`src/rtl/orion_types.sv`:
```
// orion_types: shared types for the orion in-order pipeline.
//   - XLEN                    datapath width
//   - wb_sel_e                writeback value select
//   - FUNCT3_LS_*             load/store width/sign encodings (RISC-V funct3)
//   - mem_state_e             memory-stage load wait FSM states
//   - ex_mem_t / mem_wb_t     EX/MEM and MEM/WB pipeline bundles
package orion_types;

  localparam int XLEN = 32;

  typedef enum logic [1:0] {
    WB_SEL_ALU = 2'd0,
    WB_SEL_CMP = 2'd1,
    WB_SEL_MEM = 2'd2,
    WB_SEL_PC4 = 2'd3
  } wb_sel_e;

  localparam logic [2:0] FUNCT3_LS_B  = 3'b000;
  localparam logic [2:0] FUNCT3_LS_H  = 3'b001;
  localparam logic [2:0] FUNCT3_LS_W  = 3'b010;
  localparam logic [2:0] FUNCT3_LS_BU = 3'b100;
  localparam logic [2:0] FUNCT3_LS_HU = 3'b101;

  typedef enum logic {
    S_RUN  = 1'b0,
    S_WAIT = 1'b1
  } mem_state_e;

  typedef struct packed {
    logic            valid;
    logic [4:0]      rd_s;
    logic            rd_we;
    wb_sel_e         sel_wb_mux;
    logic [XLEN-1:0] alu_out;
    logic            cmp_out;
    logic [2:0]      ld_str_type;
    logic            is_load;
    logic            is_store;
    logic [XLEN-1:0] pc;
    logic [XLEN-1:0] debug;
  } ex_mem_t;

  typedef struct packed {
    logic            valid;
    logic [4:0]      rd_s;
    logic            rd_we;
    logic [XLEN-1:0] rd_v;
    logic [XLEN-1:0] pc;
    logic [XLEN-1:0] debug;
  } mem_wb_t;

  // Return address for jump-and-link style writeback; wraps modulo 2^XLEN.
  function automatic logic [XLEN-1:0] pc_plus4(input logic [XLEN-1:0] pc);
    return pc + XLEN'(4);
  endfunction

endpackage

```
`src/rtl/mem_stage_load_align.sv`:
```
// load_align: combinational load data alignment and extension.
// Ports:
//   rdata_i        [XLEN-1:0]  word-aligned read data
//   off_i          [1:0]       byte offset within the word (address bits 1:0)
//   ld_str_type_i  [2:0]       funct3 load type (B/H/W/BU/HU)
//   data_o         [XLEN-1:0]  aligned, sign/zero-extended load value
//                              (0 for any unsupported type)
module load_align
  import orion_types::*;
(
  input  logic [XLEN-1:0] rdata_i,
  input  logic [1:0]      off_i,
  input  logic [2:0]      ld_str_type_i,
  output logic [XLEN-1:0] data_o
);

  logic [7:0]  byte_sel;
  logic [15:0] half_sel;

  always_comb begin
    byte_sel = rdata_i[7:0];
    case (off_i)
      2'd0:    byte_sel = rdata_i[7:0];
      2'd1:    byte_sel = rdata_i[15:8];
      2'd2:    byte_sel = rdata_i[23:16];
      default: byte_sel = rdata_i[31:24];
    endcase
    // Halfword picks by off[1] only; off[0] is ignored (no misaligned support).
    half_sel = off_i[1] ? rdata_i[31:16] : rdata_i[15:0];
  end

  always_comb begin
    data_o = '0;
    case (ld_str_type_i)
      FUNCT3_LS_B:  data_o = {{(XLEN-8){byte_sel[7]}}, byte_sel};
      FUNCT3_LS_BU: data_o = {{(XLEN-8){1'b0}}, byte_sel};
      FUNCT3_LS_H:  data_o = {{(XLEN-16){half_sel[15]}}, half_sel};
      FUNCT3_LS_HU: data_o = {{(XLEN-16){1'b0}}, half_sel};
      FUNCT3_LS_W:  data_o = rdata_i;
      default:      data_o = '0;
    endcase
  end

endmodule

```
`src/rtl/mem_stage.sv`:
```
// mem_stage: memory stage of the orion in-order pipeline.
// Holds the EX/MEM register, waits for the data-memory read response on
// loads, aligns/extends load data, selects the writeback value and drives a
// registered MEM/WB bundle.
// Ports:
//   clk_i           clock
//   rst_i           synchronous active-low reset
//   ex_mem_i        execute result bundle (combinational from execute)
//   dmem_rvalid_i   read response valid, one per issued load
//   dmem_rdata_i    word-aligned read data
//   stall_o         freeze request to upstream stages (combinational)
//   mem_wb_o        registered bundle to writeback
// Optional (macro ORION_MEM_PERF_EN):
//   perf_stall_cycles_o  cycles with stall_o high, wraps
//   perf_loads_o         accepted load responses, wraps
module mem_stage
  import orion_types::*;
(
  input  logic            clk_i,
  input  logic            rst_i,
  input  ex_mem_t         ex_mem_i,
  input  logic            dmem_rvalid_i,
  input  logic [XLEN-1:0] dmem_rdata_i,
  output logic            stall_o,
  output mem_wb_t         mem_wb_o
`ifdef ORION_MEM_PERF_EN
  ,
  output logic [31:0]     perf_stall_cycles_o,
  output logic [31:0]     perf_loads_o
`endif
);

  ex_mem_t    mreg_q, mreg_d;
  mem_wb_t    mem_wb_q, mem_wb_d;
  mem_state_e state_q, state_d;

  logic            ld_pending;
  logic [XLEN-1:0] ld_data;
  logic [XLEN-1:0] wb_val;

  // A load sitting in mreg needs its response before it can retire.
  // stall_o reacts to rvalid in the same cycle, so a response arriving in
  // the load's first mreg cycle costs no bubble.
  assign ld_pending = mreg_q.valid & mreg_q.is_load;
  assign stall_o    = ld_pending & ~dmem_rvalid_i;

  load_align u_load_align (
    .rdata_i       (dmem_rdata_i),
    .off_i         (mreg_q.alu_out[1:0]),
    .ld_str_type_i (mreg_q.ld_str_type),
    .data_o        (ld_data)
  );

  always_comb begin
    wb_val = mreg_q.alu_out;
    case (mreg_q.sel_wb_mux)
      WB_SEL_ALU: wb_val = mreg_q.alu_out;
      WB_SEL_CMP: wb_val = {{(XLEN-1){1'b0}}, mreg_q.cmp_out};
      WB_SEL_MEM: wb_val = ld_data;
      WB_SEL_PC4: wb_val = pc_plus4(mreg_q.pc);
      default:    wb_val = mreg_q.alu_out;
    endcase
  end

  // EX/MEM register freezes with the rest of the pipe.
  always_comb begin
    mreg_d = stall_o ? mreg_q : ex_mem_i;
  end

  always_comb begin
    state_d = state_q;
    case (state_q)
      S_RUN:   if (ld_pending && !dmem_rvalid_i) state_d = S_WAIT;
      S_WAIT:  if (dmem_rvalid_i)                state_d = S_RUN;
      default: state_d = S_RUN;
    endcase
  end

  always_comb begin
    mem_wb_d = mem_wb_q;
    if (stall_o) begin
      // Bubble; payload is don't-care so it is simply held.
      mem_wb_d.valid = 1'b0;
    end else begin
      mem_wb_d.valid = mreg_q.valid;
      mem_wb_d.rd_s  = mreg_q.rd_s;
      // Stores never write the register file regardless of rd_we.
      mem_wb_d.rd_we = mreg_q.rd_we & ~mreg_q.is_store;
      mem_wb_d.rd_v  = wb_val;
      mem_wb_d.pc    = mreg_q.pc;
      mem_wb_d.debug = mreg_q.debug;
    end
  end

  always_ff @(posedge clk_i) begin
    if (!rst_i) begin
      mreg_q   <= '0;
      mem_wb_q <= '0;
      state_q  <= S_RUN;
    end else begin
      mreg_q   <= mreg_d;
      mem_wb_q <= mem_wb_d;
      state_q  <= state_d;
    end
  end

  assign mem_wb_o = mem_wb_q;

`ifdef ORION_MEM_PERF_EN
  logic [31:0] perf_stall_q, perf_stall_d;
  logic [31:0] perf_loads_q, perf_loads_d;

  always_comb begin
    perf_stall_d = perf_stall_q + {31'b0, stall_o};
    // Only a response to a pending load counts; stray rvalids are ignored.
    perf_loads_d = perf_loads_q + {31'b0, ld_pending & dmem_rvalid_i};
  end

  always_ff @(posedge clk_i) begin
    if (!rst_i) begin
      perf_stall_q <= '0;
      perf_loads_q <= '0;
    end else begin
      perf_stall_q <= perf_stall_d;
      perf_loads_q <= perf_loads_d;
    end
  end

  assign perf_stall_cycles_o = perf_stall_q;
  assign perf_loads_o        = perf_loads_q;
`endif

endmodule

```
`config.mk`:
```
export PLATFORM = sky130hd
export DESIGN_NAME = mem_stage
export DESIGN_NICKNAME = d
export VERILOG_FILES = /design/src/rtl/orion_types.sv /design/src/rtl/mem_stage_load_align.sv /design/src/rtl/mem_stage.sv
export SDC_FILE = /design/constraint.sdc
export NUM_CORES = 1
export LEC_CHECK = 0
export BUFFER_PORTS_ARGS = -buffer_cell sky130_fd_sc_hd__buf_2
export CAP_MARGIN = 30
export CORE_ASPECT_RATIO = 1.2
export CORE_UTILIZATION = 29
export CTS_CLUSTER_DIAMETER = 100
export CTS_CLUSTER_SIZE = 24
export DETAILED_ROUTE_END_ITERATION = 8
export GPL_TIMING_DRIVEN = 0
export SYNTH_ARGS = -nofsm -noshare
export SYNTH_HDL_FRONTEND = slang
export SYNTH_SLANG_ARGS = --single-unit
```
`constraint.sdc`:
```
create_clock -name clk_i -period 5.4 [get_ports clk_i]
set_clock_uncertainty 0.15 [all_clocks]
set_input_delay 0.81 -clock clk_i [delete_from_list [all_inputs] [get_ports clk_i]]
set_output_delay 0.81 -clock clk_i [all_outputs]
set_load 0.02 [all_outputs]
```
==> metrics, run 1 <==
status=finished clean; crit path capture type=output port; largest net degree at the start of global routing=25; Util after Layout=36.1%; DRT Pass-1 Iters=5; Final Critical Period=4.45 ns; worst vdd rail ir drop=0.000171 V; top_reg_cell synth=dfxtp_1; initial antenna violation count=8; synthesized cell area=0.00949 mm^2; final WL=33,500 um; top cell type by total area after synthesis=dfxtp_1; num ports=250; first-pass GRT wire length=51,300 um; Setup WS post-layout=0.950 ns; Worst-Margin Slew=0.933 ns; post-CTS setup buffer count=0; endpoints failing hold=0; Final Power=0.00326 W; Die ar.=0.0334 mm^2; Setup Slack @ Placement=0.866 ns; Starting Density=29.4%; leakage=4.86 nW; final max-slew violation count=0; vias in the first global route=8,845; asr flop ratio synth=0%; die width=167 um; Synth Register Bits=214; total track usage=19.7%; startpoint types=input pin; Max Fclk=0.225 GHz; port bufs=248; total power divided by cell area=280 mW/mm^2; Synth area leaders=dfxtp_1, nand2_1, a21boi_0, clkbuf_1, o21ai_0; Post-CTS Hold Buffers=0; Max stage delay on crit path=0.74 ns; grt total ovfl=0; Synthesized Nets=1,287; RSZ-0062 raised after global routing=false; Max clock buf depth=3; DR WL/cell=18.4 um; Placer Congestion=0.924; DRT iter0 DRCs=597; Final setup viols=0; fraction of layout cells with a size suffix above 1=22.0%; clk_lat worst skew=0.49 ns; Mapped Avg Cell Area=8.32 um^2; fin crit share=82.4%; CTS tree=built; most frequent cells after synthesis=nand2_1, dfxtp_1, a21boi_0, clkbuf_1, o21ai_0; Hold Crit Class=reg -> reg; placed cell count=1,795; register area share after synthesis=45.2%; yosys warns=0; CP Cell Sequence=buf_2 -> inv_1 -> nand3_1 -> inv_1 -> clkbuf_1 -> clkbuf_1 -> buf_2; Crit path arrival time=3.49 ns; total vias in the final route=9,039; synth unique cells=64; top cell type's share of synthesized area=45.2%; Critical Path Fanout Max=10; CTS H-Tree Depth=1; drt via density=4.97; Nets=1,550; post-CTS resize count=0; final HPWL from detailed placement=26,100 um; placeable core area=0.0323 mm^2; Rel. slew slack=37.8%; Data required, critical path=4.44 ns; Cell Rows=72; number of synthesized flops with an enable pin=0; CP max-delay cell=clkbuf_1; clk root buf=clkbuf_16; Max Cap Violations=0; critical path class=in -> out; clock sink count=214; cts bufs inserted=13; Non-Filler Instances=1,817; die height=200 um; drc violations=0; Area Overhead vs Synth=22.8%; Routed Antenna Nets=0; Worst-path clk slew=0.09 ns; setup TNS=0 ns; Mapped Cells=1,140; count leader, synth=nand2_1
cells by family (layout without fill, tap and decap cells):
family	count (synthesis)	count (layout)	share of synthesized area [%]
fa+ha+maj	1	1	0.132
flops	214	214	45.2
other cells	0	3	0
buf+inv	106	373	5.35
compound gates	329	329	25.3
mux	13	13	2.04
xor+xnor	12	12	1.11
simple gates	465	465	20.9
worst max-delay path, delay by kind of cell:
family / cells / cell delay [ns]
simple gates: 1 / 0.65
buf+inv: 6 / 2.01
path summary, 6_finish.rpt:
| path | start | endpoint | slack, ns | depth (start not counted) |
|---|---|---|---|---|
| worst max-delay path | dmem_rvalid_i | stall_o | 0.95 | 7 |
| worst min-delay path | mreg_q[65] | mem_wb_o[102] | 0.28 | 1 |
| worst max register to register | mreg_q[110] | mreg_q[71] | 2.31 | 6 |
| worst min register to register | mreg_q[65] | mem_wb_o[102] | 0.28 | 1 |
final cells by class:
cell class | instances | area (um^2)
fill | 3454 | 20600
timing repair buffer | 248 | 1240
buffer | 95 | 467
tap | 407 | 509
sequential | 214 | 4280
multi-input combinational | 820 | 4700
inverter | 11 | 41.3
clock inverter | 5 | 66.3
antenna | 3 | 7.51
clock buffer | 14 | 339
per-layer routing:
layer | share of wire, % | track usage [%] | vias up
li1 | - | - | 4445
met1 | 42 | 24.5 | 4228
met2 | 48 | 33.9 | 301
met3 | 7.4 | 4.19 | 55
met4 | 2.6 | 5.75 | 10
met5 | 0.18 | 0 | -
power by group:
group | switching (W) | internal [W]
combinational | 0.000262 | 0.000181
clock | 0.000568 | 0.000513
sequential | 0.0000676 | 0.00167
total | 0.000897 | 0.00236
layout by cell type (no fill, tap or decap), types with 4 or more instances in the layout:
cell         n
a21boi_0   179
a21oi_1     16
a221oi_1    11
a222oi_1     5
a22oi_1     11
a31oi_1     17
buf_1        6
buf_2      250
clkbuf_1    74
clkbuf_16   13
clkbuf_8     8
dfxtp_1    214
inv_1       11
mux2i_1      7
mux4_2       5
nand2_1    377
nand3_1     11
nand4_1      6
nor2_1      13
nor3_1      11
nor4_1       7
o211a_1      6
o211ai_1    10
o21a_1      10
o21ai_0     31
o21ai_1      6
o221ai_1     7
o31a_1       4
o31a_2       6
or2_2        4
or3_1       12
or4_1        4
xnor2_1      7
xor2_1       5
flip-flops by register name (all words and copies together), names as in the netlist:
register  cells
mem_wb_o    103
mreg_q      111
stage by stage:
step	cell area [um^2]	hold WS (ns)
5_1_grt	11600	0.313
3_5_place_dp	11200	0.271
4_1_cts	11600	0.284
3_3_place_gp	11200	0.272
6_report	11700	0.283
2_1_floorplan	9490	0.252
Power figures use the tool's default switching activity.
==> inputs of run 2 (changes only) <==
- clock period: 5.4 -> 3.6 ns (I/O delays scaled with it)
==> run 2 against run 1 <==
Compared with the run above:
- non-clock buffer count did not move
- clock-buffer cell count did not move
- routed wire length barely moved
- critical path depth fell by 2
- critical endpoint unchanged
- largest power group unchanged
- highest routed layer unchanged
==> metrics, run 2 (same netlist as run 1, synthesis figures left out) <==
Max Fclk=0.298 GHz; Setup Slack @ Placement=-0.394 ns (-1.26 ns); Nets=1,550 (unchanged); Final Power=0.00489 W (+50%); clock sink count=214 (unchanged); Rel. slew slack=45.8% (+8.0 points); Hold Crit Class=in -> reg; CTS H-Tree Depth=1 (unchanged); Worst-path clk slew=0.09 ns (about the same); total power divided by cell area=419 mW/mm^2 (+50%); final WL=33,500 um (about the same); status=finished clean; DRT iter0 DRCs=574 (-3.9%); total vias in the final route=9,051 (+0.13%); largest net degree at the start of global routing=25 (unchanged); WHS Endpoint=mreg_q[110]; cts bufs inserted=13 (unchanged); DRT Pass-1 Iters=6 (+1); max FFs per register=111 (unchanged); clk_lat worst skew=0.49 ns (about the same); path depth of the worst reg2reg path=7 (+1); most frequent cells in the layout=nand2_1, buf_2, dfxtp_1; grt total ovfl=0 (unchanged); Setup WS post-layout=0.245 ns (-0.705 ns); num ports=250 (unchanged); Hold Crit Start=ex_mem_i[110]; commonest non-fill, non-tap cell in the layout=nand2_1; placeable core area=0.0323 mm^2 (unchanged); crit path capture type=output port; Data required, critical path=2.91 ns (-1.53 ns); port bufs=248 (unchanged); Worst-Margin Slew=0.813 ns (-0.120 ns); Cell Rows=72 (unchanged); Final Critical Period=3.35 ns; post-CTS setup buffer count=0 (unchanged); Util after Layout=36.1% (about the same); initial antenna violation count=8 (unchanged); Area Overhead vs Synth=22.9% (about the same); post-CTS resize count=2 (+2); Reg2Reg Setup Slack=0.91 ns (-1.40 ns); drt via density=4.98 (+0.13%); RR Startpoint=mreg_q[66]; drc violations=0 (unchanged); final HPWL from detailed placement=26,100 um (unchanged); die width=167 um (unchanged); worst vdd rail ir drop=0.000256 V (+50%); fill cell count=3,455 (+0.029%); Max clock buf depth=3 (unchanged); Routed Antenna Nets=0 (unchanged); Most flops, register=mreg_q; fin crit share=93.2%; Placer Congestion=0.924 (unchanged); first-pass GRT wire length=51,300 um (about the same); Worst Setup SP=mreg_q[110]; leakage=4.86 nW (about the same); DR WL/cell=18.4 um (about the same); RR Endpoint=mem_wb_o[76]; Starting Density=29.4% (unchanged); Final setup viols=0 (unchanged); Max Cap Violations=0 (unchanged); vias in the first global route=8,857 (+0.14%); total track usage=19.7% (about the same); critical path class=reg -> out; RSZ-0062 raised after global routing=false; CTS tree=built; Hold Path Cell Cnt=2 (+1); startpoint types=register; die height=200 um (unchanged); clk root buf=clkbuf_16; endpoints failing hold=0 (unchanged); fraction of layout cells with a size suffix above 1=22.2% (+0.14 points); worst hold slack=0.125 ns (-0.158 ns); Post-CTS Hold Buffers=0 (unchanged); final max-slew violation count=0 (unchanged); Crit path arrival time=2.66 ns (-0.83 ns); Die ar.=0.0334 mm^2 (unchanged); Critical Path Fanout Max=10 (unchanged)
## run 2: cell counts in the layout (fill, tap and decap cells not counted)
No cell type changed its count.
## run 2: layout make-up
class / instances / area, um^2 / area share [%]
repair buffers: 248 / 1240 / 10.6
clock inverters: 5 / 66.3 / 0.569
clock buffers: 14 / 339 / 2.91
inverters: 11 / 41.3 / 0.354
multi-input cells: 820 / 4700 / 40.3
plain buffers: 95 / 468 / 4.01
diodes: 3 / 7.51 / 0.0644
flip-flops and latches: 214 / 4280 / 36.8
well taps: 407 / 509 / 4.37
## run 2: critical path, stage by stage (launching register included)
cell and delay [ns]:
dfxtp_1 0.35, nand3_2 0.40, inv_1 0.30, clkbuf_2 0.42
clkbuf_1 0.44, buf_2 0.26
## run 2: metal layers
layer	track usage (%)	up-vias	share of wire, %
li1	-	4446	-
met1	24.5	4224	42
met2	33.9	317	48
met3	4.19	54	7.1
met4	5.75	10	2.5
met5	0	-	0.18
## run 2: through the flow
| stage | TNS (ns) | cells | instance area (um^2) |
|---|---|---|---|
| floorplan | 0 | 1140 | 9490 |
| global placement | -0.349 | 1795 | 11200 |
| detailed placement | -0.394 | 1795 | 11200 |
| CTS | 0 | 1814 | 11600 |
| global route | 0 | 1815 | 11700 |
| finish | 0 | 1817 | 11700 |
## run 2: how the worst max path moves through the flow
stage	endpoint	slack (ns)	cells after the start
after floorplan	stall_o	1.27	5
after global placement	stall_o	-0.35	7
after detailed placement	stall_o	-0.39	7
after CTS	stall_o	0.16	5
after global routing	stall_o	0.09	5
final	stall_o	0.25	5
## run 2: where the power goes
part           total [W]  internal, W  switching, W
Combinational   0.000663     0.000271      0.000393
Clock            0.00162     0.000770      0.000851
Sequential       0.00260      0.00250      0.000102
